File: config.mk
export PLATFORM = sky130hd
export DESIGN_NAME = receptor_uart
export DESIGN_NICKNAME = d
export VERILOG_FILES = /design/src/rtl/receptor_pkg.sv /design/src/rtl/receptor_uart_tick_gen.sv /design/src/rtl/receptor_uart.sv
export SDC_FILE = /design/constraint.sdc
export NUM_CORES = 1
export LEC_CHECK = 0
export CAP_MARGIN = 10
export CORE_MARGIN = 1
export CORE_UTILIZATION = 52
export DETAILED_ROUTE_END_ITERATION = 8
export PLACE_DENSITY = 0.71
export SLEW_MARGIN = 20
export SYNTH_ARGS = -nofsm -noshare
export SYNTH_HDL_FRONTEND = slang
export SYNTH_SLANG_ARGS = --single-unit
File: constraint.sdc
create_clock -name clk -period 2.2 [get_ports clk]
set_clock_uncertainty 0.1 [all_clocks]
set_input_delay 0.33 -clock clk [delete_from_list [all_inputs] [get_ports clk]]
set_output_delay 0.33 -clock clk [all_outputs]
set_load 0.05 [all_outputs]
File: src/rtl/receptor_pkg.sv
// rtl/receptor_pkg.sv - shared state encoding, parity modes and parity helper for the UART receiver
package receptor_pkg;

    typedef enum logic [2:0] {
        ST_IDLE,
        ST_START,
        ST_DATA,
        ST_PAR,
        ST_STOP,
        ST_BREAK
    } rx_state_e;

    localparam int PAR_NONE = 0;
    localparam int PAR_EVEN = 1;
    localparam int PAR_ODD  = 2;

    // Parity bit a correct transmitter would send for this word (unused upper bits must be zero)
    function automatic logic expected_parity(input logic [8:0] word, input int mode);
        return (^word) ^ (mode == PAR_ODD);
    endfunction

endpackage

File: src/rtl/receptor_uart_tick_gen.sv
// rtl/receptor_uart_tick_gen.sv - oversample tick divider with synchronous phase clear
module rx_tick_gen #(
    parameter int CLK_DIV = 27
) (
    input  logic clk,
    input  logic reset,
    input  logic clr,
    output logic tick
);

    localparam int                DIV_W    = $clog2(CLK_DIV);
    localparam logic [DIV_W-1:0]  DIV_LAST = DIV_W'(CLK_DIV - 1);

    logic [DIV_W-1:0] cnt_q;
    logic [DIV_W-1:0] cnt_d;

    // Free-running divider; a clear realigns the phase to the detected start edge
    always_comb begin
        cnt_d = cnt_q + 1'b1;
        if (clr || (cnt_q == DIV_LAST)) begin
            cnt_d = '0;
        end
    end

    assign tick = (cnt_q == DIV_LAST) && !clr;

    // Divider state register
    always_ff @(posedge clk or posedge reset) begin
        if (reset) begin
            cnt_q <= '0;
        end else begin
            cnt_q <= cnt_d;
        end
    end

endmodule

File: src/rtl/receptor_uart.sv
// rtl/receptor_uart.sv - oversampling asynchronous serial receiver with voting, parity and break handling
module receptor_uart
    import receptor_pkg::*;
#(
    parameter int CLK_DIV    = 27,
    parameter int OVERSAMPLE = 16,
    parameter int DATA_BITS  = 8,
    parameter int PARITY     = 0,
    parameter int STOP_BITS  = 1
) (
    input  logic                 clk,
    input  logic                 reset,
    input  logic                 x,
    output logic [DATA_BITS-1:0] data,
    output logic                 valid,
    output logic                 parity_err,
    output logic                 frame_err,
    output logic                 busy
);

    localparam int               K_W    = $clog2(OVERSAMPLE);
    localparam int               M      = OVERSAMPLE / 2;
    localparam logic [K_W-1:0]   K_PRE  = K_W'(M - 1);
    localparam logic [K_W-1:0]   K_MID  = K_W'(M);
    localparam logic [K_W-1:0]   K_POST = K_W'(M + 1);
    localparam logic [K_W-1:0]   K_LAST = K_W'(OVERSAMPLE - 1);
    localparam int               NBITS  = DATA_BITS + ((PARITY != PAR_NONE) ? 1 : 0) + STOP_BITS;
    localparam int               B_W    = $clog2(NBITS + 1);
    localparam logic [B_W-1:0]   B_LAST_DATA = B_W'(DATA_BITS - 1);
    localparam logic [B_W-1:0]   B_LAST      = B_W'(NBITS - 1);

    logic x_meta_q, xs_q, xs_prev_q;
    logic tick, fall, vote, ferr_now, at_post, bit_end, clr;

    rx_state_e            state_q, state_d;
    logic [K_W-1:0]       k_q, k_d;
    logic [B_W-1:0]       bit_q, bit_d;
    logic [1:0]           samp_q, samp_d;
    logic [DATA_BITS-1:0] shift_q, shift_d;
    logic                 perr_acc_q, perr_acc_d;
    logic                 ferr_acc_q, ferr_acc_d;
    logic [DATA_BITS-1:0] data_q, data_d;
    logic                 valid_q, valid_d;
    logic                 parity_err_q, parity_err_d;
    logic                 frame_err_q, frame_err_d;

    // Two-stage synchroniser plus one delayed copy for falling-edge detection; idles high
    always_ff @(posedge clk or posedge reset) begin
        if (reset) begin
            x_meta_q  <= 1'b1;
            xs_q      <= 1'b1;
            xs_prev_q <= 1'b1;
        end else begin
            x_meta_q  <= x;
            xs_q      <= x_meta_q;
            xs_prev_q <= xs_q;
        end
    end

    assign fall     = xs_prev_q && !xs_q;
    assign clr      = (state_q == ST_IDLE) && fall;
    assign vote     = (samp_q[0] & samp_q[1]) | (samp_q[0] & xs_q) | (samp_q[1] & xs_q);
    assign ferr_now = ferr_acc_q | ~vote;
    assign at_post  = tick && (k_q == K_POST);
    assign bit_end  = tick && (k_q == K_LAST);

    rx_tick_gen #(.CLK_DIV(CLK_DIV)) u_tick_gen (
        .clk   (clk),
        .reset (reset),
        .clr   (clr),
        .tick  (tick)
    );

    // Frame FSM: bit-phase counting, vote sampling, shifting, error accumulation and commit
    always_comb begin
        state_d      = state_q;
        k_d          = k_q;
        bit_d        = bit_q;
        samp_d       = samp_q;
        shift_d      = shift_q;
        perr_acc_d   = perr_acc_q;
        ferr_acc_d   = ferr_acc_q;
        data_d       = data_q;
        valid_d      = 1'b0;
        parity_err_d = parity_err_q;
        frame_err_d  = frame_err_q;

        if (tick) begin
            k_d = (k_q == K_LAST) ? '0 : k_q + 1'b1;
            if (k_q == K_PRE) samp_d[0] = xs_q;
            if (k_q == K_MID) samp_d[1] = xs_q;
        end

        case (state_q)
            ST_IDLE: begin
                if (fall) begin
                    state_d    = ST_START;
                    k_d        = '0;
                    bit_d      = '0;
                    perr_acc_d = 1'b0;
                    ferr_acc_d = 1'b0;
                end
            end
            ST_START: begin
                if (at_post && vote) begin
                    state_d = ST_IDLE;
                end else if (bit_end) begin
                    state_d = ST_DATA;
                end
            end
            ST_DATA: begin
                if (at_post) begin
                    shift_d = {vote, shift_q[DATA_BITS-1:1]};
                end
                if (bit_end) begin
                    bit_d = bit_q + 1'b1;
                    if (bit_q == B_LAST_DATA) begin
                        state_d = (PARITY != PAR_NONE) ? ST_PAR : ST_STOP;
                    end
                end
            end
            ST_PAR: begin
                if (at_post && (vote != expected_parity(9'(shift_q), PARITY))) begin
                    perr_acc_d = 1'b1;
                end
                if (bit_end) begin
                    bit_d   = bit_q + 1'b1;
                    state_d = ST_STOP;
                end
            end
            ST_STOP: begin
                if (at_post) begin
                    ferr_acc_d = ferr_now;
                    if (bit_q == B_LAST) begin
                        // Commit at mid-stop so an immediately following start edge is not missed
                        data_d       = shift_q;
                        parity_err_d = perr_acc_q;
                        frame_err_d  = ferr_now;
                        valid_d      = 1'b1;
                        state_d      = (ferr_now && (shift_q == '0)) ? ST_BREAK : ST_IDLE;
                    end
                end else if (bit_end) begin
                    bit_d = bit_q + 1'b1;
                end
            end
            ST_BREAK: begin
                if (xs_q) begin
                    state_d = ST_IDLE;
                end
            end
            default: state_d = ST_IDLE;
        endcase
    end

    // State and registered outputs
    always_ff @(posedge clk or posedge reset) begin
        if (reset) begin
            state_q      <= ST_IDLE;
            k_q          <= '0;
            bit_q        <= '0;
            samp_q       <= '0;
            shift_q      <= '0;
            perr_acc_q   <= 1'b0;
            ferr_acc_q   <= 1'b0;
            data_q       <= '0;
            valid_q      <= 1'b0;
            parity_err_q <= 1'b0;
            frame_err_q  <= 1'b0;
        end else begin
            state_q      <= state_d;
            k_q          <= k_d;
            bit_q        <= bit_d;
            samp_q       <= samp_d;
            shift_q      <= shift_d;
            perr_acc_q   <= perr_acc_d;
            ferr_acc_q   <= ferr_acc_d;
            data_q       <= data_d;
            valid_q      <= valid_d;
            parity_err_q <= parity_err_d;
            frame_err_q  <= frame_err_d;
        end
    end

    assign data       = data_q;
    assign valid      = valid_q;
    assign parity_err = parity_err_q;
    assign frame_err  = frame_err_q;
    assign busy       = (state_q != ST_IDLE);

endmodule

==> results.ini <==
[placement]
numPortBuffers = 14
dp_hpwl_um = 2679
gp_congestion = 0.8539

[global_route]
antenna_found_initial = 0
grt.total_usage_pct = 21.31
grt_max_degree = 43
grt_first_pass_wirelength_um = 6727
globalRouteOverflowTotal = 0
grt_pass1_vias = 1506

[critical_path]
start_kind = flop
end_kind = flop
crit_fanout = 7
regToRegSetupSlack_ps = 100
crit_slowest_cell = dfrtp_1
critPathBufInv = 2
worstPathCellList = inv_1 > ha_1 > and4b_2 > buf_4 > o21ai_2 > o211ai_1 > o311ai_1 > mux2_2
cpLargestDelayFamily = compound AO/OA/AOI/OAI gates
reg2reg_depth = 8
path_class = flop to flop
cp_slowest_stage_delay_ps = 410
reg2reg_to = state_q[1]
crit_arrival_ps = 2190
r2r-start = u_tick_gen.cnt_q[0]
worstPathRequired_ps = 2290

[synthesis]
ys_async_sr_fraction_pct = 100.0
synth-main-ff-cell = dfrtp_1
ys_seq_area_share_pct = 51.15
synth-seq-cells = 42
synthTopCellsByArea = dfrtp_1 47%, ha_1 6.7%, nand2_1 5.3%, o21ai_0 4.6%, dfstp_2 3.8%
syn_area_um2 = 2062
ys_types = 44
synth_cells = 207
yosysTopAreaCell = dfrtp_1
yosysWarnings = 0
yosys-top-cells-count = 39 x dfrtp_1, 29 x nand2_1, 19 x o21ai_0
synth_most_common_cell = dfrtp_1
synth.top_cell.area_share_pct = 47.33
syn_nets = 221
synth_edf_count = 0
syn_avg_cell_area_um2 = 9.961

[flow_run]
max_cap_viol_count = 0

[clocking]
cts_tree = done
clkTransAtPathRegs_ps = 80
clock_latency_ps = 300
clock_sinks = 42
cts-root-buf = clkbuf_8
cts.hold.buffers_added = 0
clock_path_buffers = 2
cts_setup_buffers = 0
cts_resized = 0
cts_buffers = 5
htree_levels = 2

[power_and_ir_drop]
powerDensity_nw_per_um2 = 949.7
peakVddDrop_mv = 0.6787
p_leak_uw = 0.001114

[floorplanning]
die_width_um = 64.97
start_util_pct = 55.08
dieArea_um2 = 4221
die_h_um = 64.97
core-area_um2 = 3744
ioPinCount = 15
rows = 22

[cells_and_area]
fillers = 319
multiInputGateArea_um2 = 902.1
syn_to_final_growth_pct = 17.54
drive_gt1_share_pct = 14.35
insertedDiodeCount = 0
fin_nets = 243
regArea_um2 = 1055

[timing]
tns_ps = 0
hold_ws_ps = 259.1
period_share_pct = 95.64
rsz0062_at_grt = no
setup_viol = 0
finalHoldViolations = 0
drv_slew = 0
fmax_mhz = 475.3
worstMarginPinSlew_ps = 510.2
relSlewSlack_pct = 65.99
period_minus_slack_ps = 2104

[drt]
firstDrtPassIters = 4
wire_per_inst_um = 13.17
route.detailed.drc = 0
routed_wl_um = 3661
viasPerCell = 5.320
drt_iter0_markers = 101
final_antenna_net_count = 0
vias = 1479

[hold_path]
whs_path_depth = 0
min_to = xs_q
holdCritPathClass = flop to flop
min-delay-start = x_meta_q

[status]
status = finished clean

power breakdown:
part / leakage (uW) / internal, uW / switching (uW)
Combinational: 0.000482 / 244 / 359
Sequential: 0.000563 / 878 / 90.9
Clock: 0.0000683 / 455 / 275
kinds of logic after synthesis:
kind of cell             synth area share [%]
buffers and inverters                   5.218
AND/OR/NAND/NOR                         18.75
flip-flops                              51.15
AO/OA/AOI/OAI                           10.98
XOR/XNOR                                3.398
adder cells (fa/ha/maj)                 7.160
multiplexers                            3.337
through the flow:
stage	worst slack (ps)	area (um2)	util [%]	std cells	power [uW]
after detailed placement	101.9	2280	60.90	270	1584
after floorplan	57.58	2062	-	207	1427
final	95.97	2424	64.74	278	2302
after global placement	141.3	2280	60.90	270	1563
after CTS	74.06	2417	64.57	278	2319
after global routing	22.58	2424	64.74	278	2443
per-layer routing:
metal  wire length [um]  global-route usage (%)
met5                  0                       0
met4                 38                   6.944
met3                158                   5.810
met2               1762                   35.68
met1               1701                   26.47
worst register-to-register path: stages (launching register included):
cell and delay [ps]:
dfrtp_1 410, inv_1 70, ha_1 150, and4b_2 270
buf_4 170, o21ai_2 80, o211ai_1 250, o311ai_1 190
mux2_2 310
placed cells by master, fill, tap and decap left out, types with 3 or more instances in the layout:
cell type and n:
nand2b_1 4, mux2_2 3, nand3_1 5, a31oi_1 3, buf_4 9, nor2_1 15
nor3_1 4, inv_1 16, clkdlybuf4s50_1 13, xnor2_1 5, ha_1 11, nand2_1 29
dfstp_2 3, xor2_1 3, dfrtp_1 39, o21ai_0 18, clkbuf_8 5, a21oi_1 8
final cells by class:
type                            count  area share, %
Clock inverter                      3          2.839
Timing Repair Buffer               23          8.622
Tap cell                           48          2.478
Sequential cell                    42          43.52
Inverter                           16          2.478
Multi-Input combinational cell    141          37.22
Clock buffer                        5          2.839
flip-flops by register name, summed over array words and instances, names as in the netlist:
signal,flops
shift_q,8
x_meta_q,1
xs_prev_q,1
u_tick_gen.cnt_q,5
k_q,4
ferr_acc_q,1
bit_q,4
perr_acc_q,1
state_q,3
data,8
xs_q,1
frame_err,1
parity_err,1
samp_q,2
valid,1
worst max path at each step:
stage | cells after the start | from | slack [ps] | to
after floorplan | 8 | u_tick_gen.cnt_q[0] | 60 | parity_err
after global placement | 8 | u_tick_gen.cnt_q[0] | 140 | state_q[1]
after detailed placement | 8 | u_tick_gen.cnt_q[0] | 100 | data[3]
after CTS | 8 | u_tick_gen.cnt_q[0] | 70 | frame_err
after global routing | 8 | u_tick_gen.cnt_q[0] | 20 | state_q[1]
final | 8 | u_tick_gen.cnt_q[0] | 100 | state_q[1]
Note: power is estimated with default switching activity, not from simulation.
